--- config.mk ---
export PLATFORM = sky130hd
export DESIGN_NAME = rvvi_host_msg_decoder
export DESIGN_NICKNAME = d
export VERILOG_FILES = /design/src/rtl/rvvi_host_msg_decoder.sv
export SDC_FILE = /design/constraint.sdc
export NUM_CORES = 1
export LEC_CHECK = 0
export CORE_MARGIN = 4
export CORE_UTILIZATION = 50
export DETAILED_ROUTE_END_ITERATION = 8
export GPL_ROUTABILITY_DRIVEN = 0
export HOLD_SLACK_MARGIN = 0.12
export PLACE_DENSITY = 0.79
export SLEW_MARGIN = 0
export SYNTH_ARGS = -nofsm -noshare
export SYNTH_HDL_FRONTEND = slang
export SYNTH_SLANG_ARGS = --single-unit
--- constraint.sdc ---
create_clock -name clk -period 15.4 [get_ports clk]
set_clock_uncertainty 0.15 [all_clocks]
set_input_delay 3.08 -clock clk [delete_from_list [all_inputs] [get_ports clk]]
set_output_delay 3.08 -clock clk [all_outputs]
set_load 0.02 [all_outputs]
--- src/rtl/rvvi_host_msg_decoder.sv ---
// -----------------------------------------------------------------------------
// rvvi_host_msg_decoder
//
// Purpose:
//   Parses host-to-FPGA control frames arriving on the Ethernet MAC receive
//   AXI-stream (32-bit beats, tready tied high) in the RVVI hardware tracer.
//   Each frame carries:
//     - a fixed Ethernet header (beats 0-2 and the low half of beat 3),
//     - a 6-character tag (upper half of beat 3 plus beat 4),
//     - a short payload, then padding up to the 60-byte minimum.
//   The payload is staged in shadow registers. A message commits on tlast only
//   when every required beat arrived and tuser is clear. On commit, one
//   registered strobe pulses for a single cycle together with its data.
//   Malformed, foreign, short or errored frames are dropped and counted.
//
// Ports:
//   clk, reset        clock and asynchronous active-high reset
//   RvviAxiRdata      rx beat data, byte 0 in bits [7:0]
//   RvviAxiRstrb      rx tkeep
//   RvviAxiRvalid     beat valid (every valid beat is consumed)
//   RvviAxiRlast      last beat of frame
//   RvviAxiRuser      bad-frame flag, meaningful on the last beat
//   TriggerPulse      one-cycle strobe for TRIG
//   SlowValid/SlowData      strobe and host FIFO fill amount
//   RateValid/RateData      strobe and inter-packet delay
//   InstrValid/Minstr/InterPacketDelay  strobe, retired count and delay word
//   DropCount         saturating count of discarded frames
// -----------------------------------------------------------------------------
`timescale 1ns/1ps

module rvvi_host_msg_decoder #(
  parameter int           XLEN      = 64,  // 32 or 64
  parameter logic [111:0] HDR       = 112'h005c_8f54_0000_1654_4502_1111_6843,
  parameter logic [47:0]  TAG_TRIG  = 48'h6e69_6769_7274,
  parameter logic [47:0]  TAG_SLOW  = 48'h656d_776f_6c73,
  parameter logic [47:0]  TAG_RATE  = 48'h6e69_6574_6172,
  parameter logic [47:0]  TAG_INST  = 48'h6b63_6174_736e,
  parameter logic [31:0]  RATE_INIT = 32'd2
) (
  input  logic            clk,
  input  logic            reset,
  input  logic [31:0]     RvviAxiRdata,
  input  logic [3:0]      RvviAxiRstrb,
  input  logic            RvviAxiRvalid,
  input  logic            RvviAxiRlast,
  input  logic            RvviAxiRuser,
  output logic            TriggerPulse,
  output logic            SlowValid,
  output logic [31:0]     SlowData,
  output logic            RateValid,
  output logic [31:0]     RateData,
  output logic            InstrValid,
  output logic [XLEN-1:0] Minstr,
  output logic [31:0]     InterPacketDelay,
  output logic [15:0]     DropCount
);

  typedef enum logic [1:0] {ST_HDR, ST_PAYLOAD, ST_TAIL, ST_DISCARD} state_t;
  typedef enum logic [1:0] {MSG_TRIG, MSG_SLOW, MSG_RATE, MSG_INST} msg_t;

  // INST payload: Minstr word(s) followed by the delay word.
  localparam int         DLY_SLOT   = XLEN / 32;
  localparam logic [3:0] INST_BEATS = 4'(XLEN / 32 + 1);

  state_t           state_q, state_d;
  msg_t             msg_q, msg_d;
  logic [3:0]       beat_idx_q, beat_idx_d;
  logic [15:0]      tag_lo_q, tag_lo_d;
  logic [2:0][31:0] shadow_q, shadow_d;

  logic             trig_q, trig_d;
  logic             slow_v_q, slow_v_d;
  logic [31:0]      slow_data_q, slow_data_d;
  logic             rate_v_q, rate_v_d;
  logic [31:0]      rate_data_q, rate_data_d;
  logic             inst_v_q, inst_v_d;
  logic [XLEN-1:0]  minstr_q, minstr_d;
  logic [31:0]      delay_q, delay_d;
  logic [15:0]      drop_cnt_q, drop_cnt_d;

  // Frame-end events produced by the next-state process.
  logic             commit;
  logic             drop;
  msg_t             commit_msg;

  // ---------------------------------------------------------------------------
  // Beat classification
  // ---------------------------------------------------------------------------
  logic        full_keep;
  logic [47:0] tag_cur;
  logic        tag_known;
  msg_t        tag_msg;
  logic        hdr_ok;
  logic [3:0]  need_beats;
  logic        payload_last;
  logic [2:0]  slot_hit;

  assign full_keep = (RvviAxiRstrb == 4'hF);
  // Only meaningful on beat 4, where the current beat is the tag high half.
  assign tag_cur   = {RvviAxiRdata, tag_lo_q};

  always_comb begin
    tag_known = 1'b1;
    tag_msg   = MSG_TRIG;
    if (tag_cur == TAG_TRIG)      tag_msg = MSG_TRIG;
    else if (tag_cur == TAG_SLOW) tag_msg = MSG_SLOW;
    else if (tag_cur == TAG_RATE) tag_msg = MSG_RATE;
    else if (tag_cur == TAG_INST) tag_msg = MSG_INST;
    else                          tag_known = 1'b0;
  end

  always_comb begin
    case (beat_idx_q)
      4'd0:    hdr_ok = (RvviAxiRdata == HDR[31:0]);
      4'd1:    hdr_ok = (RvviAxiRdata == HDR[63:32]);
      4'd2:    hdr_ok = (RvviAxiRdata == HDR[95:64]);
      4'd3:    hdr_ok = (RvviAxiRdata[15:0] == HDR[111:96]);
      4'd4:    hdr_ok = tag_known;
      default: hdr_ok = 1'b0;
    endcase
  end

  always_comb begin
    case (msg_q)
      MSG_TRIG: need_beats = 4'd0;
      MSG_SLOW: need_beats = 4'd1;
      MSG_RATE: need_beats = 4'd1;
      default:  need_beats = INST_BEATS;
    endcase
  end

  // Payload beats start at index 5; the last required one is 4 + need.
  assign payload_last = (beat_idx_q == 4'd4 + need_beats);

  genvar gi;
  generate
    for (gi = 0; gi < 3; gi++) begin : g_slot
      assign slot_hit[gi] = (beat_idx_q == 4'(5 + gi));
    end
  endgenerate

  // ---------------------------------------------------------------------------
  // State register
  // ---------------------------------------------------------------------------
  always_ff @(posedge clk or posedge reset) begin
    if (reset) begin
      state_q    <= ST_HDR;
      msg_q      <= MSG_TRIG;
      beat_idx_q <= 4'd0;
      tag_lo_q   <= 16'd0;
      shadow_q   <= '0;
    end else begin
      state_q    <= state_d;
      msg_q      <= msg_d;
      beat_idx_q <= beat_idx_d;
      tag_lo_q   <= tag_lo_d;
      shadow_q   <= shadow_d;
    end
  end

  // ---------------------------------------------------------------------------
  // Next-state process (also stages header/payload fields)
  // ---------------------------------------------------------------------------
  always_comb begin
    state_d    = state_q;
    msg_d      = msg_q;
    beat_idx_d = beat_idx_q;
    tag_lo_d   = tag_lo_q;
    shadow_d   = shadow_q;
    commit     = 1'b0;
    drop       = 1'b0;
    commit_msg = msg_q;

    if (RvviAxiRvalid) begin
      if (RvviAxiRlast)              beat_idx_d = 4'd0;
      else if (beat_idx_q != 4'hF)   beat_idx_d = beat_idx_q + 4'd1;

      case (state_q)
        ST_HDR: begin
          if (beat_idx_q == 4'd3) tag_lo_d = RvviAxiRdata[31:16];
          if (!(full_keep && hdr_ok)) begin
            // A bad beat that also ends the frame is counted right here.
            drop    = RvviAxiRlast;
            state_d = RvviAxiRlast ? ST_HDR : ST_DISCARD;
          end else if (beat_idx_q == 4'd4) begin
            msg_d      = tag_msg;
            commit_msg = tag_msg;
            if (tag_msg == MSG_TRIG) begin
              // TRIG has no payload, so a frame ending on the tag is complete.
              if (RvviAxiRlast) begin
                commit = !RvviAxiRuser;
                drop   = RvviAxiRuser;
              end else begin
                state_d = ST_TAIL;
              end
            end else if (RvviAxiRlast) begin
              drop = 1'b1;
            end else begin
              state_d = ST_PAYLOAD;
            end
          end else if (RvviAxiRlast) begin
            drop = 1'b1;
          end
        end

        ST_PAYLOAD: begin
          if (!full_keep) begin
            drop    = RvviAxiRlast;
            state_d = RvviAxiRlast ? ST_HDR : ST_DISCARD;
          end else begin
            for (int i = 0; i < 3; i++) begin
              if (slot_hit[i]) shadow_d[i] = RvviAxiRdata;
            end
            if (payload_last) begin
              if (RvviAxiRlast) begin
                commit  = !RvviAxiRuser;
                drop    = RvviAxiRuser;
                state_d = ST_HDR;
              end else begin
                state_d = ST_TAIL;
              end
            end else if (RvviAxiRlast) begin
              drop    = 1'b1;
              state_d = ST_HDR;
            end
          end
        end

        ST_TAIL: begin
          if (RvviAxiRlast) begin
            commit  = !RvviAxiRuser;
            drop    = RvviAxiRuser;
            state_d = ST_HDR;
          end
        end

        default: begin  // ST_DISCARD
          if (RvviAxiRlast) begin
            drop    = 1'b1;
            state_d = ST_HDR;
          end
        end
      endcase
    end
  end

  // ---------------------------------------------------------------------------
  // Output process
  // ---------------------------------------------------------------------------
  // shadow_d is used so a commit on the final payload beat sees that beat.
  logic [XLEN-1:0] minstr_new;
  generate
    if (XLEN == 64) begin : g_x64
      assign minstr_new = {shadow_d[1], shadow_d[0]};
    end else begin : g_x32
      assign minstr_new = shadow_d[0];
    end
  endgenerate

  always_comb begin
    trig_d      = 1'b0;
    slow_v_d    = 1'b0;
    rate_v_d    = 1'b0;
    inst_v_d    = 1'b0;
    slow_data_d = slow_data_q;
    rate_data_d = rate_data_q;
    minstr_d    = minstr_q;
    delay_d     = delay_q;
    drop_cnt_d  = drop_cnt_q;

    if (commit) begin
      case (commit_msg)
        MSG_TRIG: trig_d = 1'b1;
        MSG_SLOW: begin
          slow_v_d    = 1'b1;
          slow_data_d = shadow_d[0];
        end
        MSG_RATE: begin
          rate_v_d    = 1'b1;
          rate_data_d = shadow_d[0];
        end
        default: begin
          inst_v_d = 1'b1;
          minstr_d = minstr_new;
          delay_d  = shadow_d[DLY_SLOT];
        end
      endcase
    end

    if (drop && (drop_cnt_q != 16'hFFFF)) drop_cnt_d = drop_cnt_q + 16'd1;
  end

  always_ff @(posedge clk or posedge reset) begin
    if (reset) begin
      trig_q      <= 1'b0;
      slow_v_q    <= 1'b0;
      slow_data_q <= 32'd0;
      rate_v_q    <= 1'b0;
      rate_data_q <= RATE_INIT;
      inst_v_q    <= 1'b0;
      minstr_q    <= '0;
      delay_q     <= 32'd0;
      drop_cnt_q  <= 16'd0;
    end else begin
      trig_q      <= trig_d;
      slow_v_q    <= slow_v_d;
      slow_data_q <= slow_data_d;
      rate_v_q    <= rate_v_d;
      rate_data_q <= rate_data_d;
      inst_v_q    <= inst_v_d;
      minstr_q    <= minstr_d;
      delay_q     <= delay_d;
      drop_cnt_q  <= drop_cnt_d;
    end
  end

  assign TriggerPulse     = trig_q;
  assign SlowValid        = slow_v_q;
  assign SlowData         = slow_data_q;
  assign RateValid        = rate_v_q;
  assign RateData         = rate_data_q;
  assign InstrValid       = inst_v_q;
  assign Minstr           = minstr_q;
  assign InterPacketDelay = delay_q;
  assign DropCount        = drop_cnt_q;

endmodule

# Word-level counts from Yosys, hierarchy flattened
# Index checks and enable logic that the tools add are counted.
[totals] out_inout_bits=180 inputBits=41 word_cells=122 ff_bits=300
[classes] n_eq_ne=27 n_reduce_logical=17 n_addsub=3 muxes=58 n_bitwise=1
[op_table] operator="$mux W96" n=3
[op_table] operator="$eq A48 B47 Y1 const B" n=4
[op_table] operator="$mux W32" n=3
[op_table] operator="$eq A32 B29 Y1 const B" n=2
[op_table] operator="$mux W2" n=18
[op_table] operator="$eq A32 B32 Y1 const B" n=1
[op_table] operator="$mux W1" n=27
[op_table] operator="$add A16 B1 Y16 const B" n=1
[op_table] operator="$eq A16 B7 Y1 const B" n=1
[op_table] operator="$eq A4 B3 Y1 const B" n=4
[op_table] operator="$ne A16 B16 Y1 const B" n=1
[op_table] operator="$eq A4 B2 Y1 const B" n=2
[op_table] operator="$logic_not A2 Y1" n=4
[op_table] operator="$mux W4" n=2
[op_table] operator="$pmux W2 S2" n=2
[op_table] operator="$reduce_and A2 Y1" n=4
[op_table] operator="$eq A2 B1 Y1 const B" n=3
[op_table] operator="$eq A2 B2 Y1 const B" n=3
[op_table] operator="$ne A3 B3 Y1 const B" n=2
[op_table] operator="$pmux W1 S3" n=2
[op_table] operator="$reduce_and A3 Y1" n=2
[op_table] operator="$pmux W1 S5" n=1
[op_table] operator="$add A3 B4 Y4 const A" n=1
[op_table] operator="$add A4 B1 Y4 const B" n=1
[op_table] operator="other kinds (11)" n=12

# Depth between registers and ports, before layout
# Gate-level depths: netlist (run 1).
[depth] word_depth=14 ltp_mapped=13 ltp_nobuf=11

# Worst setup path before layout (run 1)
# Ideal clock, no wire load.
[synth_timing] kind="input-to-reg" start="in RvviAxiRdata[5]" end="reg minstr_q[50] (netlist: Minstr[50])" path_buffers=2 cell_stages=11 slack_ps=9266 setup_ps=128 t_required_ps=15122 t_arrival_ps=5856 path_cell_list="or4_1 nor3_2 nand4_1 or4_1 o21ai_2 o21ai_1 a211o_1 nor3b_4 buf_4 buf_6 mux2_1"
[synth_via] elab_chain_len=14 elab_cells_between_ends=34 cone_classes="eq/ne (10); mux (18); bitwise (1); reduce/logical (5)"
[synth_lines] element="start: declaration" line_no="42" rtl="input logic [31:0] RvviAxiRdata,"
[synth_lines] element="$eq A48 B47 Y1" line_no="108" rtl="else if (tag_cur == TAG_INST) tag_msg = MSG_INST;"
[synth_lines] element="$mux W1" line_no="108"
[synth_lines] element="$mux W1" line_no="107" rtl="else if (tag_cur == TAG_RATE) tag_msg = MSG_RATE;"
[synth_lines] element="$mux W1" line_no="106" rtl="else if (tag_cur == TAG_SLOW) tag_msg = MSG_SLOW;"
[synth_lines] element="$mux W1" line_no="105" rtl="if (tag_cur == TAG_TRIG) tag_msg = MSG_TRIG;"
[synth_lines] element="$pmux W1 S5" line_no="113" rtl="case (beat_idx_q)"
[synth_lines] element="$logic_and A1 B1 Y1" line_no="181" rtl="if (!(full_keep && hdr_ok)) begin"
[synth_lines] element="$mux W2"
[synth_lines] element="$mux W2" line_no="178" rtl="case (state_q)"
[synth_lines] element="$mux W2" line_no="174" rtl="if (RvviAxiRvalid) begin"
[synth_lines] element="$eq A2 B2 Y1, or another cell as far along" line_no="272" rtl="case (commit_msg)"
[synth_lines] element="$reduce_or A3 Y1 (no line)"
[synth_lines] element="$not A1 Y1 (no line)"
[synth_lines] element="$reduce_and A2 Y1 (no line) (*)"
[synth_lines] element="end signal: assignment" line_no="311" rtl="minstr_q <= minstr_d;"
[synth_lines] element="end: declaration" line_no="77" rtl="logic [XLEN-1:0] minstr_q, minstr_d;"
# Every way passes the cells marked *; elsewhere a longest branch is shown, timed or not.
# A chain may end at the register's enable or synchronous reset.

# Final worst setup path (run 1)
[layout_timing] start="in RvviAxiRdata[22]" end="reg slow_data_q[2] (netlist: SlowData[2])"
[layout_via] elab_chain_len=12 elab_cells_between_ends=29 cone_classes="eq/ne (8); mux (18); reduce/logical (3)"
[layout_lines] element="$eq A48 B47 Y1" line_no="108"
[layout_lines] element="$mux W1" line_no="108"
[layout_lines] element="$mux W1" line_no="107"
[layout_lines] element="$mux W1" line_no="106"
[layout_lines] element="$mux W1" line_no="105"
[layout_lines] element="$pmux W1 S5" line_no="113"
[layout_lines] element="$logic_and A1 B1 Y1" line_no="181"
[layout_lines] element="$mux W2 (*)"
[layout_lines] element="$mux W2 (*)" line_no="178"
[layout_lines] element="$mux W2 (*)" line_no="174"
[layout_lines] element="via commit_msg[0]" line_no="84" rtl="msg_t commit_msg;"
[layout_lines] element="$eq A2 B1 Y1 (*)" line_no="272"
[layout_lines] element="$reduce_and A2 Y1 (no line) (*)"
[layout_lines] element="end signal: assignment" line_no="307" rtl="slow_data_q <= slow_data_d;"
[layout_lines] element="end: declaration" line_no="73" rtl="logic [31:0] slow_data_q, slow_data_d;"
# The timed path passes the listed nets; every way through them passes the cells marked *.

==> results of run 1 <==
final timing paths:
check / from / end / slack, ns / depth (start not counted)
worst min register to register: Minstr[25] / Minstr[25] / 0.33 / 1
worst min-delay path: Minstr[25] / Minstr[25] / 0.33 / 1
worst max register to register: beat_idx_q[0] / SlowData[2] / 11.11 / 11
worst max-delay path: RvviAxiRdata[22] / SlowData[2] / 8.50 / 10
min in group asynchronous: reset / shadow_q[44] / 2.91 / 2
max in group asynchronous: reset / tag_lo_q[7] / 10.78 / 3
cell type report:
cell class                 count  area (sq um)  share of cell area [%]
clock buffer                  44           925                    5.86
timing repair buffer         225          2250                    14.3
inverter                      16          67.6                   0.428
tap                          324           405                    2.57
clock inverter                11          88.8                   0.563
multi-input combinational    510          4540                    28.7
sequential                   300          7510                    47.6
state kept, by name, indices dropped and copies added, names as in the netlist:
signal and count:
beat_idx_q 4, SlowValid 1, RateData 32, InterPacketDelay 32, msg_q 2, SlowData 32
InstrValid 1, Minstr 64, RateValid 1, DropCount 16, shadow_q 96, TriggerPulse 1
state_q 2, tag_lo_q 16
placed cells by master, fill, tap and decap left out, types with 3 or more instances in the layout:
| cell | netlist | routed |
|---|---|---|
| o211ai_1 | 5 | 5 |
| o21ai_0 | 20 | 20 |
| clkinv_2 | 0 | 7 |
| nor2_1 | 23 | 23 |
| clkdlybuf4s50_1 | 0 | 220 |
| or4_1 | 3 | 3 |
| clkbuf_8 | 0 | 10 |
| nand2b_1 | 4 | 4 |
| o21a_1 | 3 | 3 |
| and4_1 | 3 | 3 |
| a31o_2 | 3 | 3 |
| nand4b_1 | 4 | 4 |
| buf_4 | 4 | 4 |
| ha_1 | 5 | 5 |
| clkbuf_16 | 0 | 31 |
| dfrtp_1 | 299 | 299 |
| mux2_2 | 237 | 237 |
| and3_1 | 7 | 7 |
| nor4_1 | 12 | 12 |
| nand4_1 | 17 | 17 |
| mux2_1 | 29 | 29 |
| clkbuf_1 | 18 | 3 |
| inv_1 | 16 | 15 |
| a21oi_1 | 9 | 9 |
| nor3_1 | 7 | 7 |
| xnor2_1 | 13 | 13 |
| nand2_1 | 37 | 35 |
| nand3_1 | 19 | 18 |
| nor4bb_1 | 4 | 4 |
| nor4b_1 | 3 | 3 |
critical path: stages:
cell and delay, ns:
clkdlybuf4s50_1 0.71, nor4bb_1 0.50, nand4_1 0.21, nor4_1 0.55, o211ai_1 0.17, o21ai_0 0.19
o2111ai_1 0.15, nand2_1 0.24, nand3_2 0.74, mux2_2 0.58
cells in the mapped netlist (5+ instances only):
library cell / number
xnor2_1: 13
mux2_2: 237
clkbuf_1: 18
mux2_1: 29
dfrtp_1: 299
nand3_1: 19
nor3_1: 7
nand2_1: 37
and3_1: 7
nor4_1: 12
o211ai_1: 5
nand4_1: 17
ha_1: 5
buf_2: 9
a21oi_1: 9
o21ai_0: 20
nor2_1: 23
inv_1: 16
metal layers:
layer / part of all wire (%) / global-route usage (%) / wire (microns) / vias to the layer above
met5: 0 / 0 / 0 / -
met4: 2.2 / 6.92 / 670 / 0
met3: 7.0 / 5.19 / 2090 / 45
met2: 47 / 34.7 / 13900 / 270
met1: 44 / 30.8 / 13200 / 4018
li1: - / - / - / 3574
metrics by stage:
stage / hold WS, ns / utilization, % / area (sq um)
6_report: 0.333 / 65.1 / 15800
5_1_grt: 0.348 / 65.1 / 15800
4_1_cts: 0.339 / 65.1 / 15800
3_5_place_dp: 0.324 / 60.9 / 14800
3_3_place_gp: 0.314 / 60.9 / 14800
2_1_floorplan: 0.299 / - / 12300
power groups by stage:
stage               registers [mW]  clock network [mW]  logic (mW)
floorplan                    0.849                   0      0.0593
global placement             0.844                   0       0.116
detailed placement           0.846                   0       0.118
CTS                          0.832               0.747       0.118
global route                 0.835               0.779       0.130
finish                       0.832               0.731       0.118
cells by family (layout without fill, tap and decap cells):
kind of cell	Yosys count	after routing	synth area share (%)
flip-flops	300	300	61.2
AO/OA/AOI/OAI	63	63	3.47
XOR/XNOR	14	14	1.00
buffers and inverters	50	296	1.93
adder cells (fa/ha/maj)	5	5	0.510
AND/OR/NAND/NOR	162	162	7.47
multiplexers	266	266	24.4
==> results.cfg, run 1 <==
[outcome]
status = complete, no violations

[cts]
cts_resized = 0
ctsHtreeMaxLevel = 1
path_clk_slew_ns = 0.06
ctsHoldBuffers = 0
clock_sinks = 300
clk_path_buf_depth = 3
cts-root-buf = clkbuf_16
cts_buffers = 31
cts_tree = built
cts_setup_buffers = 0
clock_latency_ns = 0.54

[floorplanning]
ios = 221
die_height_microns = 165
initial_utilization_pct = 50.6
die_x_microns = 165
rows = 57
die_area_sq_mm = 0.0271
core-area_sq_mm = 0.0242

[setup_path]
crit_fanout = 33
cp-end-kind = flop
crit_path_start_kind = primary input
cp.arrival_ns = 7.17
worstSetupPathType = in -> reg
required_ns = 15.67

[power]
power_frac_seq_pct = 49.5
swShare_pct = 23.2
pwr-share-comb_pct = 7.0
p_switching_mw = 0.391
p_per_area_mw_per_mm2 = 107
p_int_mw = 1.29
totalPowerFinal_mw = 1.68
p_clk_share_pct = 43.5
p_leak_nw = 7.52
peakVddDrop_mv = 0.0659

[timing]
timing.fmax_mhz = 145
setup_viol = 0
slew_violations = 0
finalCritPeriodShare_pct = 44.8
setup_slack_ns = 8.50
layout_min_cycle_time_ns = 6.90
worst_slew_pin_slew_ns = 0.976
grt_setup_unrepaired = false
final_hold_viol_count = 0
relSlewSlack_pct = 34.7
tns_ns = 0

[grt]
grt_pass1_wl_microns = 46900
grt_pass1_vias = 8324
grt_overflow = 0
grt_max_degree = 177
grt.total_usage_pct = 22.1
antenna_found_initial = 0

[drt]
dr.pass1.iters = 5
wl_microns = 29800
drcViolationCount = 0
drt_iter0_drc = 595
vias = 7907
wl_per_cell_microns = 20.8
vias_per_cell = 5.53
ant_nets = 0

[placement]
hpwl_microns = 20200
dp.cells = 1375
dp_slack_ns = 7.97
portBuffers = 220

[synth]
syn_inst = 860
synthTopCellsByArea = dfrtp_1 (61%), mux2_2 (22%), mux2_1 (2.7%)
ys_seq_area_share_pct = 61.2
synth_largest_area_cell = dfrtp_1
yosys_warnings = 0
ys_types = 60
yosys_most_used_dff = dfrtp_1
netlist_area_sq_mm = 0.0123
avgSynthCellArea_sq_um = 14.3
synth_fp_nets = 906
ys_ff_latch = 300
synth.top_cell.area_share_pct = 61.0
async_flop_share_pct = 100
synth_edf_count = 0

[finish]
diodes = 0
nets = 1130
drive_above_1_share_pct = 27.8
fillerInstances = 1788
fin_cells = 1430
area_growth_pct = 28.7

[hold_path]
hold_class = reg -> reg

[flow_run]
maxCapViolCount = 0
No activity file was read; power rests on OpenSTA's default activity.
==> run 2: changes to the inputs <==
--- a/config.mk
+++ b/config.mk
@@ -6,11 +6,11 @@
 export NUM_CORES = 1
 export LEC_CHECK = 0
 export CORE_MARGIN = 4
-export CORE_UTILIZATION = 50
+export CORE_UTILIZATION = 47
 export DETAILED_ROUTE_END_ITERATION = 8
 export GPL_ROUTABILITY_DRIVEN = 0
 export HOLD_SLACK_MARGIN = 0.12
-export PLACE_DENSITY = 0.79
+export PLACE_DENSITY = 0.78
 export SLEW_MARGIN = 0
 export SYNTH_ARGS = -nofsm -noshare
 export SYNTH_HDL_FRONTEND = slang
==> constraint.sdc (replaced) <==
create_clock -name clk -period 5.56 [get_ports clk]
set_clock_uncertainty 0.15 [all_clocks]
set_input_delay 1.112 -clock clk [delete_from_list [all_inputs] [get_ports clk]]
set_output_delay 1.112 -clock clk [all_outputs]
set_load 0.02 [all_outputs]
==> results.cfg, run 2 (same netlist as run 1, synthesis figures left out) <==
[grt]
grt.total_usage_pct = 21.7
antenna_found_initial = 1
grt_max_degree = 184
grt_overflow = 0
grt_pass1_wl_microns = 49500
grt_pass1_vias = 8522

[setup_path]
cp.arrival_ns = 5.12
slowest_stage = nor4bb_1
cp_num_buf_inv = 3
worstSetupPathType = in -> reg
required_ns = 5.86
path_cells = clkdlybuf4s50_1 -> nor4bb_1 -> nand3_1 -> nor4_1 -> o21ai_0 -> o21ai_0 -> o2111ai_1 -> nand2_1 -> nor3b_4 -> buf_12 -> buf_4 -> mux2_2
crit_path_start_kind = primary input
cp-end-kind = flop
rrSetupSlack_ns = 1.44
path_delay_family = simple AND/OR/NAND/NOR gates
max_stage_delay_ns = 0.66
crit_fanout = 34
path_common_cell = o21ai_0

[drt]
drcViolationCount = 0
ant_nets = 0
vias_per_cell = 5.54
dr.pass1.iters = 5
vias = 8109
wl_microns = 31100
drt_iter0_drc = 645
wl_per_cell_microns = 21.2

[power]
p_int_mw = 3.68
power_frac_seq_pct = 48.1
swShare_pct = 23.1
pwr-share-comb_pct = 7.2
p_leak_nw = 7.69
peakVddDrop_mv = 0.247
p_switching_mw = 1.11
p_clk_share_pct = 44.7
p_per_area_mw_per_mm2 = 297

[timing]
slew_violations = 0
final_hold_viol_count = 0
grt_setup_unrepaired = false
tns_ns = 0
timing.fmax_mhz = 207
layout_min_cycle_time_ns = 4.82
setup_viol = 0
worst_slew_pin_slew_ns = 0.993
fin_hold_ws_ns = 0.338
finalCritPeriodShare_pct = 86.8
relSlewSlack_pct = 33.8

[floorplanning]
initial_utilization_pct = 48.3
ios = 221
rows = 58
core-area_sq_mm = 0.0254
die_height_microns = 170
die_area_sq_mm = 0.0287
die_x_microns = 170

[outcome]
status = complete, no violations

[flow_run]
maxCapViolCount = 0

[cts]
ctsHoldBuffers = 0
clock_latency_ns = 0.57
ctsHtreeMaxLevel = 1
clk_path_buf_depth = 3
cts_tree = built
cts-root-buf = clkbuf_16
cts_resized = 0
clock_sinks = 300
cts_setup_buffers = 0
path_clk_slew_ns = 0.06
cts_buffers = 31

[finish]
fillerInstances = 1928
drive_above_1_share_pct = 29.2
top_register = shadow_q
multi_input_area_sq_mm = 0.00454
nets = 1156
area_growth_pct = 31.5
layout_common_cells = dfrtp_1 (299), mux2_2 (237), clkdlybuf4s50_1 (220), nand2_1 (35), clkbuf_16 (31)
final_common_cell = dfrtp_1
seqCellArea_sq_mm = 0.00751
largest_reg_flops = 96

[placement]
portBuffers = 220
hpwl_microns = 21200

[hold_path]
hold_class = reg -> reg
## run 2: changes by cell type in the layout (fill, tap and decap cells not counted), sizes merged
cell      delta
buf         +26
clkbuf       +7
clkinv       -5
bufinv       +1
clkinvlp     -1
diode        +1
## run 2: worst paths after layout
check | from | end | cells after the start
worst min-delay path | DropCount[10] | DropCount[10] | 1
worst max register to register | beat_idx_q[0] | InterPacketDelay[26] | 13
max in group asynchronous | reset | SlowData[12] | 3
worst min register to register | DropCount[10] | DropCount[10] | 1
min in group asynchronous | reset | Minstr[42] | 3
worst max-delay path | RvviAxiRdata[28] | InterPacketDelay[26] | 12
## run 2: power groups by stage
stage / Sequential (mW) / Combinational, mW / Clock [mW]
2_1_floorplan: 2.35 / 0.164 / 0
3_3_place_gp: 2.34 / 0.336 / 0
3_5_place_dp: 2.34 / 0.342 / 0
4_1_cts: 2.30 / 0.345 / 2.18
5_1_grt: 2.31 / 0.373 / 2.29
6_report: 2.30 / 0.343 / 2.14
## run 2: worst reg2reg max path, stage by stage (launching register included)
cell	delay, ns
dfrtp_1	0.45
inv_1	0.12
ha_1	0.31
a2111oi_0	0.41
a41o_1	0.15
nand4_1	0.07
or4_1	0.47
o21ai_2	0.25
o21ai_1	0.09
a211o_1	0.42
nor3b_4	0.25
buf_12	0.27
buf_4	0.26
mux2_2	0.35
## run 2: metal layers
layer / global-route usage (%) / up-vias / part of all wire, %
met5: 0 / - / 0
met4: 5.92 / 0 / 2.7
met3: 5.52 / 78 / 7.7
met2: 35.3 / 283 / 47
met1: 29.2 / 4110 / 42
li1: - / 3638 / -
## run 2: stage by stage
step                utilization, %  setup slack, ns  std cells  power (mW)  instance area, sq um
floorplan                        -            0.312        860        2.52                 12300
global placement              59.2            0.520       1407        2.68                 15000
detailed placement            59.2            0.403       1407        2.68                 15000
CTS                           63.5            0.856       1464        4.83                 16100
global route                  63.5            0.420       1465        4.98                 16100
finish                        63.5            0.736       1465        4.79                 16100
## run 2: cell type report
| cell class | instances | share of cell area (%) |
|---|---|---|
| clock buffers | 51 | 6.08 |
| multi-input cells | 510 | 28.1 |
| inverters | 16 | 0.396 |
| repair buffers | 251 | 15.6 |
| clock inverters | 6 | 0.613 |
| diodes | 1 | 0.0155 |
| flip-flops and latches | 300 | 46.6 |
| well taps | 330 | 2.56 |
